$ cat config.mk
export PLATFORM = sky130hd
export DESIGN_NAME = ecc_encoder_pipe
export DESIGN_NICKNAME = d
export VERILOG_FILES = /design/src/rtl/ecc_pkg.sv /design/src/rtl/ecc_parity_gen.sv /design/src/rtl/ecc_encoder_pipe.sv
export SDC_FILE = /design/constraint.sdc
export NUM_CORES = 1
export LEC_CHECK = 0
export ABC_AREA = 1
export CORE_MARGIN = 2
export CORE_UTILIZATION = 35
export CTS_CLUSTER_DIAMETER = 60
export DETAILED_ROUTE_END_ITERATION = 8
export PLACE_DENSITY = 0.65
export SLEW_MARGIN = 20
export SYNTH_ARGS = -nofsm -noshare
export SYNTH_HDL_FRONTEND = slang
export SYNTH_SLANG_ARGS = --single-unit --ignore-timing --ignore-initial --compat-mode --unroll-limit 50000
$ cat constraint.sdc
create_clock -name clk -period 5.8 [get_ports clk]
set_input_delay 0.58 -clock clk [delete_from_list [all_inputs] [get_ports clk]]
set_output_delay 0.58 -clock clk [all_outputs]
set_load 0.02 [all_outputs]
$ cat src/rtl/ecc_pkg.sv
// Shared SECDED helpers for the encoder and decoder: codeword geometry and bit placement.
// Latency: none (elaboration-time functions only).
// Backpressure: not applicable.
package ecc_pkg;

  // Smallest Hamming parity count r with 2^r >= data_w + r + 1.
  function automatic int ham_r(input int data_w);
    int r;
    r = 1;
    while ((1 << r) < data_w + r + 1) r++;
    return r;
  endfunction

  // Full codeword width: data, Hamming parities and the overall parity bit.
  function automatic int cw_w(input int data_w);
    return data_w + ham_r(data_w) + 1;
  endfunction

  // Positions 1, 2, 4, ... carry Hamming parities; position 0 is overall parity.
  function automatic bit is_pow2(input int pos);
    return (pos > 0) && ((pos & (pos - 1)) == 0);
  endfunction

  // Data bit index held at a non-parity codeword position: skip position 0
  // and every power-of-two position at or below pos.
  function automatic int data_idx(input int pos);
    int n_par;
    n_par = 0;
    for (int k = 0; k < 31; k++)
      if ((1 << k) <= pos) n_par++;
    return pos - 1 - n_par;
  endfunction

endpackage

$ cat src/rtl/ecc_parity_gen.sv
// Hamming parity generator: parity k is the XOR of data bits whose codeword position has bit k set.
// Latency: combinational.
// Backpressure: none (pure function of data).
module ecc_parity_gen
  import ecc_pkg::*;
#(
  parameter int DATA_W = 64
) (
  input  logic [DATA_W-1:0]        data,
  output logic [ham_r(DATA_W)-1:0] par
);

  localparam int HAM_R = ham_r(DATA_W);
  localparam int CW_W  = cw_w(DATA_W);

  // Fold every data bit into each parity whose index bit is set in its position.
  always_comb begin
    par = '0;
    for (int k = 0; k < HAM_R; k++)
      for (int pos = 3; pos < CW_W; pos++)
        if (!is_pow2(pos) && pos[k])
          par[k] = par[k] ^ data[data_idx(pos)];
  end

endmodule

$ cat src/rtl/ecc_encoder_pipe.sv
// SECDED (extended Hamming) encoder with per-word XOR error injection and delivery counters.
// Latency: PIPE_STAGES cycles (1 or 2) from input acceptance to output valid, one word per cycle.
// Backpressure: valid/ready; stalled output holds steady, in_ready drops once every stage is full.
module ecc_encoder_pipe
  import ecc_pkg::*;
#(
  parameter int DATA_W      = 64,
  parameter int PIPE_STAGES = 2,
  parameter int CNT_W       = 32
) (
  input  logic                     clk,
  input  logic                     rst_n,
  input  logic                     in_valid,
  output logic                     in_ready,
  input  logic [DATA_W-1:0]        in_data,
  input  logic [cw_w(DATA_W)-1:0]  in_inj_mask,
  output logic                     out_valid,
  input  logic                     out_ready,
  output logic [cw_w(DATA_W)-1:0]  out_cw,
  output logic [CNT_W-1:0]         enc_cnt,
  output logic [CNT_W-1:0]         inj_cnt
);

  localparam int HAM_R = ham_r(DATA_W);
  localparam int RED_W = HAM_R + 1;
  localparam int CW_W  = DATA_W + RED_W;

  if (PIPE_STAGES != 1 && PIPE_STAGES != 2) begin : g_bad_stages
    $error("ecc_encoder_pipe: PIPE_STAGES must be 1 or 2");
  end

  // Place data and Hamming parities, then set bit 0 for even overall parity.
  function automatic logic [CW_W-1:0] assemble(input logic [DATA_W-1:0] d,
                                               input logic [HAM_R-1:0]  p);
    logic [CW_W-1:0] cw;
    cw = '0;
    for (int pos = 1; pos < CW_W; pos++)
      if (!is_pow2(pos)) cw[pos] = d[data_idx(pos)];
    for (int k = 0; k < HAM_R; k++)
      cw[1 << k] = p[k];
    cw[0] = ^cw[CW_W-1:1];
    return cw;
  endfunction

  logic             rdy_q;
  logic             stage_rdy;
  logic             out_adv;
  logic             in_xfer;
  logic             ld_vld;
  logic             ld_inj;
  logic [CW_W-1:0]  ld_cw;
  logic [HAM_R-1:0] in_par;
  logic             out_inj;

  ecc_parity_gen #(.DATA_W(DATA_W)) u_parity (
    .data (in_data),
    .par  (in_par)
  );

  assign out_adv  = !out_valid || out_ready;
  assign in_ready = rdy_q && stage_rdy;
  assign in_xfer  = in_valid && in_ready;

  // Keep in_ready low until the first clock edge after reset is released.
  always_ff @(posedge clk or negedge rst_n) begin
    if (!rst_n) rdy_q <= 1'b0;
    else        rdy_q <= 1'b1;
  end

  if (PIPE_STAGES == 2) begin : g_two
    logic              s1_vld;
    logic [DATA_W-1:0] s1_data;
    logic [CW_W-1:0]   s1_mask;
    logic [HAM_R-1:0]  s1_par;

    assign stage_rdy = !s1_vld || out_adv;
    assign ld_vld    = s1_vld;
    assign ld_cw     = assemble(s1_data, s1_par) ^ s1_mask;
    assign ld_inj    = |s1_mask;

    // Stage 1: capture payload, mask and Hamming parities of each accepted word.
    always_ff @(posedge clk or negedge rst_n) begin
      if (!rst_n) begin
        s1_vld  <= 1'b0;
        s1_data <= '0;
        s1_mask <= '0;
        s1_par  <= '0;
      end else begin
        if (stage_rdy) s1_vld <= in_xfer;
        if (in_xfer) begin
          s1_data <= in_data;
          s1_mask <= in_inj_mask;
          s1_par  <= in_par;
        end
      end
    end
  end else begin : g_one
    assign stage_rdy = out_adv;
    assign ld_vld    = in_xfer;
    assign ld_cw     = assemble(in_data, in_par) ^ in_inj_mask;
    assign ld_inj    = |in_inj_mask;
  end

  // Output stage: take the next finished codeword when empty or being drained.
  always_ff @(posedge clk or negedge rst_n) begin
    if (!rst_n) begin
      out_valid <= 1'b0;
      out_cw    <= '0;
      out_inj   <= 1'b0;
    end else if (out_adv) begin
      out_valid <= ld_vld;
      if (ld_vld) begin
        out_cw  <= ld_cw;
        out_inj <= ld_inj;
      end
    end
  end

  // Saturating delivery counters, stepped on each output handshake.
  always_ff @(posedge clk or negedge rst_n) begin
    if (!rst_n) begin
      enc_cnt <= '0;
      inj_cnt <= '0;
    end else if (out_valid && out_ready) begin
      if (enc_cnt != '1)            enc_cnt <= enc_cnt + CNT_W'(1);
      if (out_inj && inj_cnt != '1) inj_cnt <= inj_cnt + CNT_W'(1);
    end
  end

endmodule

==> flow_metrics.py, run 1 <==
metrics = {
    "clocking": {
        "clk_pin_slew_worst_paths_ns": 0.06,
        "cts_root_buf": "clkbuf_16",
        "ctsResizeCount": 0,
        "cts.path.max_buffers": 3,
        "clkSinkCount": 283,
        "cts_tree": "built",
        "hold_buffers": 0,
        "clk_latency_ns": 0.55,
        "cts_post_setup_buffers_inserted": 0,
        "htree_levels": 2,
        "cts_made_buffers": 39,
    },
    "sta": {
        "max_freq_mhz": 363,
        "tightest_slew_ns": 0.778,
        "maxSlewViolCount": 0,
        "finalSetupViolations": 0,
        "period_share_pct": 47.5,
        "slew_headroom_pct": 48.2,
        "hold_viol": 0,
        "fin_crit_ns": 2.75,
        "clock_skew_ns": 0.0252,
        "final.setup.tns_ns": 0,
        "grt_setup_unrepaired": "no",
    },
    "synthesis": {
        "yosysMostFrequentCell": "nand2_1",
        "synth.area.top_cells": "dfrtp_1 (44%), nand2_1 (22%), xnor2_1 (9.8%), xor2_1 (6.3%), o21ai_0 (3.8%)",
        "synth_area_per_cell_um2": 7.66,
        "ys_ff_latch": 283,
        "synthFlopType": "dfrtp_1",
        "async_reset_ff_share_pct": 100,
        "yosys-top-cells-count": "nand2_1 (932), dfrtp_1 (283), xnor2_1 (181)",
        "netlist_area_um2": 16100,
        "ys_seq_area_share_pct": 44.0,
        "yosys.cell_types.count": 37,
        "synth_edf_count": 0,
        "yosys_warnings": 0,
        "yosys.area.top_type": "dfrtp_1",
        "postSynthCellCount": 2101,
        "synth_top_area_share_pct": 44.0,
        "synth_nets": 2243,
    },
    "layout": {
        "multiInputGateArea_um2": 8160,
        "drive_above_1_share_pct": 4.57,
        "design_area_um2": 20700,
        "final_util_pct": 45.6,
        "regArea_um2": 7080,
        "syn_to_final_growth_pct": 28.5,
        "fillers": 4499,
        "diodes": 0,
        "fin_nets": 2503,
    },
    "floorplanning": {
        "pin_count": 278,
        "start_util_pct": 35.5,
        "die_h_um": 218,
        "die_area_um2": 47700,
        "core_area_um2": 45400,
        "num_rows": 78,
        "die_x_um": 218,
    },
    "critical_path": {
        "r2r-end": "enc_cnt[24]",
        "critical_path.cell_chain": "clkdlybuf4s50_1 > inv_1 > nand3_1 > nand2_1 > inv_1 > clkdlybuf4s50_1",
        "worstReg2RegStart": "enc_cnt[0]",
        "critical_path.top_delay_family": "buffers and inverters",
        "start_kind": "primary input",
        "cpPeakStageDelay_ns": 0.69,
        "cp.arrival_ns": 2.17,
        "r2r_slack_ns": 3.21,
        "worstPathRequired_ns": 5.22,
        "worst_path_max_delay_cell": "clkdlybuf4s50_1",
        "worstRegToRegCells": 13,
        "cp-end-kind": "output port",
        "worstPathMaxFanout": 2,
        "path_buf_inv": 4,
        "worstSetupPathType": "in2out",
        "setup.worst_path.start": "out_ready",
    },
    "power": {
        "vdd_drop_max_mv": 0.186,
        "finalPower_w": 0.00783,
        "p_per_area_nw_per_um2": 379,
        "leakagePower_nw": 9.87,
    },
    "placed_design": {
        "post_dp_cell_area_um2": 19400,
        "place_hpwl_um": 38000,
        "finalWeightedCongestion": 0.927,
        "port_buffers": 277,
    },
    "global_route": {
        "grt_use_total_pct": 21.0,
        "overflow": 0,
        "grt_max_degree": 99,
        "grt_pass1_vias": 13900,
        "grt_pass1_wl_um": 77600,
        "antenna_found_initial": 0,
    },
    "job": {
        "maxCapViolCount": 0,
    },
    "detailed_routing": {
        "vias": 14200,
        "ant_nets": 0,
        "post_drt_wl_per_cell_um": 16.7,
        "vias_per_cell": 4.75,
        "drc_errors": 0,
        "drtIter0Drc": 879,
        "wl_um": 49700,
        "drtPass1Iterations": 5,
    },
    "hold_path": {
        "hp-class": "in2async",
    },
    "outcome": {
        "outcome": "finished, final reports clean",
    },
}
state kept, by name (all words and copies together) (netlist names):
name / count
g_two.s1_par: 7
g_two.s1_data: 64
g_two.s1_mask: 72
out_cw: 72
enc_cnt: 32
g_two.s1_vld: 1
out_inj: 1
out_valid: 1
inj_cnt: 32
rdy_q: 1
worst reg2reg max path: stages (launching register included):
cell and delay [ns]:
dfrtp_1 0.45, ha_1 0.27, nand3_2 0.13, nor2_2 0.08, nand2_1 0.08, nor2_2 0.07, a21oi_4 0.54, nand2_2 0.20
nor3_4 0.19, nand2_2 0.14, nor2_4 0.14, nand2_1 0.08, nand2_1 0.06, nand2_1 0.05
final cells by class:
cell class	count	area share [%]
clock buffers	52	5.50
clock inverters	13	0.641
inverters	153	2.79
multi-input cells	1599	39.4
flip-flops and latches	283	34.2
well taps	600	3.63
repair buffers	285	13.8
metrics by stage:
stage          hold slack, ns  setup slack, ns  instances
3_5_place_dp            0.476             2.52       2920
6_report               0.0945             3.05       2985
2_1_floorplan           0.284             3.83       2101
5_1_grt                 0.137             2.88       2985
3_3_place_gp            0.468             2.60       2920
4_1_cts                0.0942             3.05       2985
power breakdown:
group	total [W]	internal, W	switching (W)
clock	0.00237	0.00146	0.000914
sequential	0.00282	0.00238	0.000435
combinational	0.00264	0.00115	0.00149
routing by layer:
metal | wire [um] | up-vias | track usage, % | part of all wire [%]
met5 | 0 | - | 0 | 0
met4 | 982 | 0 | 4.92 | 2.0
met3 | 2870 | 62 | 3.33 | 5.8
met2 | 23200 | 383 | 34.7 | 47
met1 | 22600 | 6704 | 28.8 | 46
li1 | - | 7027 | - | -
placed cells by master (no fill, tap or decap), types with 2 or more instances in the layout:
cell type / count
bufinv_16: 2
clkdlybuf4s50_1: 276
or2_2: 7
clkinv_4: 2
inv_2: 3
or2_1: 2
ha_1: 2
o21ai_0: 121
inv_6: 2
nand2_4: 2
o21ai_1: 6
nand2_2: 6
clkbuf_16: 41
xnor2_1: 181
buf_4: 7
nor2_1: 67
nor3_2: 4
inv_1: 149
clkbuf_8: 7
nor3_1: 32
xor2_1: 116
nor2_4: 2
xnor2_2: 5
clkbuf_1: 4
nand3_2: 2
dfrtp_1: 283
nor2_2: 2
nor4_1: 30
nand2_1: 930
clkinv_2: 6
nand3b_1: 11
nand4_1: 19
nor4_2: 2
nand3_1: 43
cell families (layout without fill, tap and decap cells):
family | Yosys count | after routing | share of synthesized area [%]
AND/OR/NAND/NOR | 1164 | 1164 | 29.6
XOR/XNOR | 302 | 302 | 16.7
flip-flops | 283 | 283 | 44.0
buffers and inverters | 219 | 503 | 5.42
AO/OA/AOI/OAI | 130 | 130 | 4.17
adder cells (fa/ha/maj) | 2 | 2 | 0.155
other | 1 | 1 | 0.0233
worst max-delay path by stage:
stage	to	slack [ns]	cells after the start
after floorplan	enc_cnt[18]	3.83	13
after global placement	g_two.s1_par[6]	2.60	9
after detailed placement	g_two.s1_par[6]	2.52	9
after CTS	in_ready	3.05	6
after global routing	g_two.s1_data[46]	2.88	10
final	in_ready	3.05	6
(Power assumes the default switching activity.)
==> run 2: changes to the inputs <==
Clock period 5.8 ns to 2.6 ns, I/O delays scaled along.
==> flow_metrics.py, run 2 (synthesized netlist as in run 1, its figures left out) <==
metrics = {
    "layout": {
        "drive_above_1_share_pct": 4.96,
        "final_cell_mix": "nand2_1 (930), dfrtp_1 (283), clkdlybuf4s50_1 (276), xnor2_1 (181), inv_1 (149)",
        "final_common_cell": "nand2_1",
        "finalNonFillerCells": 2998,
        "regArea_um2": 7080,
        "final_util_pct": 46.0,
        "multiInputGateArea_um2": 8160,
        "syn_to_final_growth_pct": 29.8,
        "fin_nets": 2513,
        "fillers": 4508,
        "design_area_um2": 20900,
        "top_regs": "g_two.s1_mask x72, out_cw x72, g_two.s1_data x64",
    },
    "critical_path": {
        "worstRegToRegCells": 9,
        "start_kind": "flop",
        "critical_path.cell_chain": "nand3_1 > nand2_1 > inv_1 > clkdlybuf4s50_1",
        "cp.arrival_ns": 1.92,
        "cpPeakStageDelay_ns": 0.66,
        "r2r-end": "inj_cnt[29]",
        "worstPathMaxFanout": 2,
        "setup.worst_path.start": "g_two.s1_vld",
        "cp-end-kind": "output port",
        "worstPathRequired_ns": 2.34,
        "r2r_slack_ns": 0.45,
        "worst_path_max_delay_cell": "clkdlybuf4s50_1",
        "worstSetupPathType": "reg2out",
        "worstReg2RegStart": "inj_cnt[16]",
        "crit_end": "in_ready",
    },
    "sta": {
        "period_share_pct": 83.9,
        "max_freq_mhz": 459,
        "grt_setup_unrepaired": "no",
        "final.setup.tns_ns": 0,
        "clock_skew_ns": 0.0128,
        "slew_headroom_pct": 49.6,
        "tightest_slew_ns": 0.745,
        "whs_ns": 0.254,
        "finalSetupViolations": 0,
        "hold_viol": 0,
        "fin_crit_ns": 2.18,
        "maxSlewViolCount": 0,
    },
    "floorplanning": {
        "die_h_um": 218,
        "die_area_um2": 47700,
        "start_util_pct": 35.5,
        "core_area_um2": 45400,
        "pin_count": 278,
        "die_x_um": 218,
        "num_rows": 78,
    },
    "global_route": {
        "busiest_layer": "met2",
        "overflow": 0,
        "grt_use_total_pct": 21.3,
        "met1_usage_pct": 28.1,
        "grt_pass1_wl_um": 78800,
        "use_met2_pct": 35.3,
        "use_met3_pct": 3.73,
        "antenna_found_initial": 2,
        "grt_max_degree": 151,
        "grt_pass1_vias": 14500,
    },
    "clocking": {
        "cts_made_buffers": 37,
        "clkSinkCount": 283,
        "htree_levels": 2,
        "cts_post_setup_buffers_inserted": 0,
        "clk_pin_slew_worst_paths_ns": 0.06,
        "cts.path.max_buffers": 3,
        "cts_tree": "built",
        "cts_root_buf": "clkbuf_16",
        "clk_latency_ns": 0.54,
    },
    "power": {
        "leakagePower_nw": 9.98,
        "vdd_drop_max_mv": 0.474,
        "p_per_area_nw_per_um2": 845,
    },
    "outcome": {
        "outcome": "finished, final reports clean",
    },
    "placed_design": {
        "port_buffers": 277,
        "post_dp_cell_area_um2": 19600,
        "placed_cells": 2931,
        "place_hpwl_um": 38900,
        "finalWeightedCongestion": 0.911,
    },
    "detailed_routing": {
        "wl_um": 50100,
        "drtPass1Iterations": 8,
        "vias": 14300,
        "vias_per_cell": 4.78,
        "post_drt_wl_per_cell_um": 16.7,
        "drc_errors": 0,
        "drtIter0Drc": 929,
        "ant_nets": 0,
    },
    "hold_path": {
        "hp-class": "in2reg",
    },
    "job": {
        "maxCapViolCount": 0,
    },
}
run 2: changes by cell type in the layout (fill, tap and decap cells not counted), moves of 2 or more:
cell,change
buf_12,+8
bufinv_16,+5
clkbuf_16,-4
clkbuf_8,-4
buf_4,+3
clkinv_2,+2
run 2: layer usage:
layer | up-vias | wire [um]
met5 | - | 10
met4 | 2 | 1440
met3 | 84 | 2870
met2 | 367 | 23600
met1 | 6835 | 22200
li1 | 7050 | -
run 2: area by class of cell:
class / count / area share, %
Clock buffer: 45 / 4.72
Sequential cell: 283 / 33.9
Multi-Input combinational cell: 1599 / 39.0
Timing Repair Buffer: 297 / 14.6
Antenna cell: 1 / 0.0120
Inverter: 153 / 2.76
Clock inverter: 20 / 1.42
Tap cell: 600 / 3.59
run 2: what timing repair did:
item                                   in CTS  in global routing
endpoints found under the hold margin      60                  0
resized for setup                           0                  0
hold buffers                                1                  0
run 2: where the power goes:
group | switching (W) | internal, W
logic | 0.00331 | 0.00260
clock network | 0.00203 | 0.00341
registers | 0.000990 | 0.00531
total | 0.00633 | 0.0113
run 2: worst min path at each step:
stage / start / to / cells after the start
finish: in_inj_mask[62] / g_two.s1_mask[62] / 3
global placement: rst_n / enc_cnt[2] / 1
CTS: in_inj_mask[62] / g_two.s1_mask[62] / 3
detailed placement: rst_n / enc_cnt[16] / 1
floorplan: rst_n / enc_cnt[0] / 0
global route: in_inj_mask[18] / g_two.s1_mask[18] / 3
run 2: critical path, delay by kind of cell (launching register included):
kind,cells,cell delay [ns]
buffers and inverters,2,0.79
flip-flops,1,0.41
AND/OR/NAND/NOR,2,0.18
run 2: through the flow:
stage / power, W / worst slack, ns
after floorplan: 0.00970 / 0.627
after global placement: 0.0122 / 0.313
after detailed placement: 0.0123 / 0.212
after CTS: 0.0179 / 0.389
after global routing: 0.0188 / 0.228
final: 0.0177 / 0.419
==> run 3: changes to the inputs <==
Settings changed: PLACE_DENSITY 0.65 to 0.67.
Clock period 2.6 ns to 2 ns, I/O delays scaled along.
==> flow_metrics.py, run 3 (synthesized netlist as in run 1, its figures left out) <==
metrics = {
    "global_route": {
        "grt_use_total_pct": 21.3,
        "overflow": 0,
        "grt_pass1_vias": 14600,
        "grt_max_degree": 73,
        "antenna_found_initial": 1,
        "grt_pass1_wl_um": 79000,
    },
    "clocking": {
        "cts_tree": "built",
        "cts.path.max_buffers": 3,
        "htree_levels": 2,
        "clk_pin_slew_worst_paths_ns": 0.06,
        "clkSinkCount": 283,
        "clk_latency_ns": 0.56,
        "cts_made_buffers": 38,
        "cts_root_buf": "clkbuf_16",
    },
    "placed_design": {
        "port_buffers": 277,
        "place_hpwl_um": 40000,
        "finalWeightedCongestion": 0.964,
        "post_dp_cell_area_um2": 20600,
    },
    "power": {
        "p_per_area_nw_per_um2": 1050,
        "p_int_w": 0.0147,
        "comb_power_share_pct": 35.6,
        "clockPowerShare_pct": 29.4,
        "switching_share_pct": 36.4,
        "leakagePower_nw": 10.6,
        "vdd_drop_max_mv": 0.607,
        "power_frac_seq_pct": 35.0,
        "switching_power_w": 0.00844,
    },
    "floorplanning": {
        "core_area_um2": 45400,
        "die_h_um": 218,
        "start_util_pct": 35.5,
        "pin_count": 278,
        "num_rows": 78,
        "die_x_um": 218,
        "die_area_um2": 47700,
    },
    "critical_path": {
        "cp-end-kind": "output port",
        "cpPeakStageDelay_ns": 0.43,
        "worstRegToRegCells": 13,
        "start_kind": "flop",
        "worstPathMaxFanout": 4,
        "critical_path.top_delay_family": "buffers and inverters",
        "r2r-end": "enc_cnt[24]",
        "path_buf_inv": 2,
        "worstReg2RegStart": "enc_cnt[1]",
        "worstSetupPathType": "reg2out",
        "critical_path.cell_chain": "nand3_1 > nand2_1 > inv_1 > dlygate4sd2_1",
        "r2r_slack_ns": 0.12,
        "worst_path_max_delay_cell": "dfrtp_1",
        "cp.arrival_ns": 1.72,
        "worstPathRequired_ns": 1.80,
    },
    "job": {
        "maxCapViolCount": 0,
    },
    "detailed_routing": {
        "drc_errors": 0,
        "post_drt_wl_per_cell_um": 16.2,
        "vias_per_cell": 4.70,
        "drtIter0Drc": 1095,
        "vias": 14700,
        "ant_nets": 0,
        "drtPass1Iterations": 5,
        "wl_um": 50700,
    },
    "outcome": {
        "outcome": "finished, final reports clean",
    },
    "layout": {
        "final_util_pct": 48.4,
        "fin_nets": 2643,
        "design_area_um2": 22000,
        "final_cell_mix": "nand2_1 (927), dfrtp_1 (282), clkdlybuf4s50_1 (275), xnor2_1 (179), inv_1 (149)",
        "final_common_cell": "nand2_1",
        "top_regs": "g_two.s1_mask x72, out_cw x72, g_two.s1_data x64",
        "syn_to_final_growth_pct": 36.5,
        "drive_above_1_share_pct": 10.3,
    },
    "sta": {
        "whs_ns": 0.153,
        "final.setup.tns_ns": 0,
        "max_freq_mhz": 521,
        "finalSetupViolations": 0,
        "fin_crit_ns": 1.92,
        "grt_setup_unrepaired": "yes",
        "clock_skew_ns": 0.0273,
        "hold_viol": 0,
        "maxSlewViolCount": 0,
        "period_share_pct": 96.0,
    },
    "hold_path": {
        "hp-class": "in2async",
    },
}
-- run 3: power by group through the flow --
| stage | clock network [W] | registers (W) | logic (W) |
|---|---|---|---|
| finish | 0.00680 | 0.00811 | 0.00825 |
| global route | 0.00723 | 0.00829 | 0.00909 |
| CTS | 0.00699 | 0.00812 | 0.00826 |
| detailed placement | 0 | 0.00821 | 0.00822 |
| global placement | 0 | 0.00817 | 0.00805 |
| floorplan | 0 | 0.00880 | 0.00381 |
-- run 3: what timing repair did --
item | in CTS | in global routing
hold endpoints to repair | 262 | 0
hold buffers | 1 | 0
endpoints found under the setup margin | 2 | 10
resized for setup | 2 | 15
setup buffers | 0 | 3
pin swaps | 0 | 7
-- run 3: worst max-delay path by stage --
stage	endpoint	slack, ns	cells past startpoint	from
final	in_ready	0.08	4	out_valid
after global routing	enc_cnt[24]	-0.03	13	enc_cnt[1]
after CTS	enc_cnt[24]	0.03	13	enc_cnt[0]
after detailed placement	g_two.s1_par[3]	-0.21	15	in_data[9]
after global placement	g_two.s1_par[3]	-0.17	16	in_data[9]
after floorplan	enc_cnt[18]	0.03	13	enc_cnt[0]
-- run 3: metrics by stage --
step / cells / total power [W] / setup WS, ns
global placement: 3057 / 0.0162 / -0.169
finish: 3127 / 0.0232 / 0.0796
global route: 3126 / 0.0246 / -0.0321
CTS: 3123 / 0.0234 / 0.0288
detailed placement: 3057 / 0.0164 / -0.210
floorplan: 2101 / 0.0126 / 0.0267
-- run 3: final cells by class --
cell class | count | area [um2]
fillers | 4435 | 23400
repair buffers | 426 | 4090
diodes | 1 | 2.50
clock inverters | 16 | 168
well taps | 600 | 751
inverters | 153 | 577
flip-flops and latches | 283 | 7080
multi-input cells | 1599 | 8240
clock buffers | 49 | 1070
-- run 3: per-layer routing --
metal / global-route usage (%) / vias up / wire [um]
li1: - / 7312 / -
met5: 0 / - / 11
met4: 6.12 / 2 / 1220
met2: 36.1 / 402 / 24000
met1: 28.3 / 6892 / 22600
met3: 2.88 / 77 / 2860
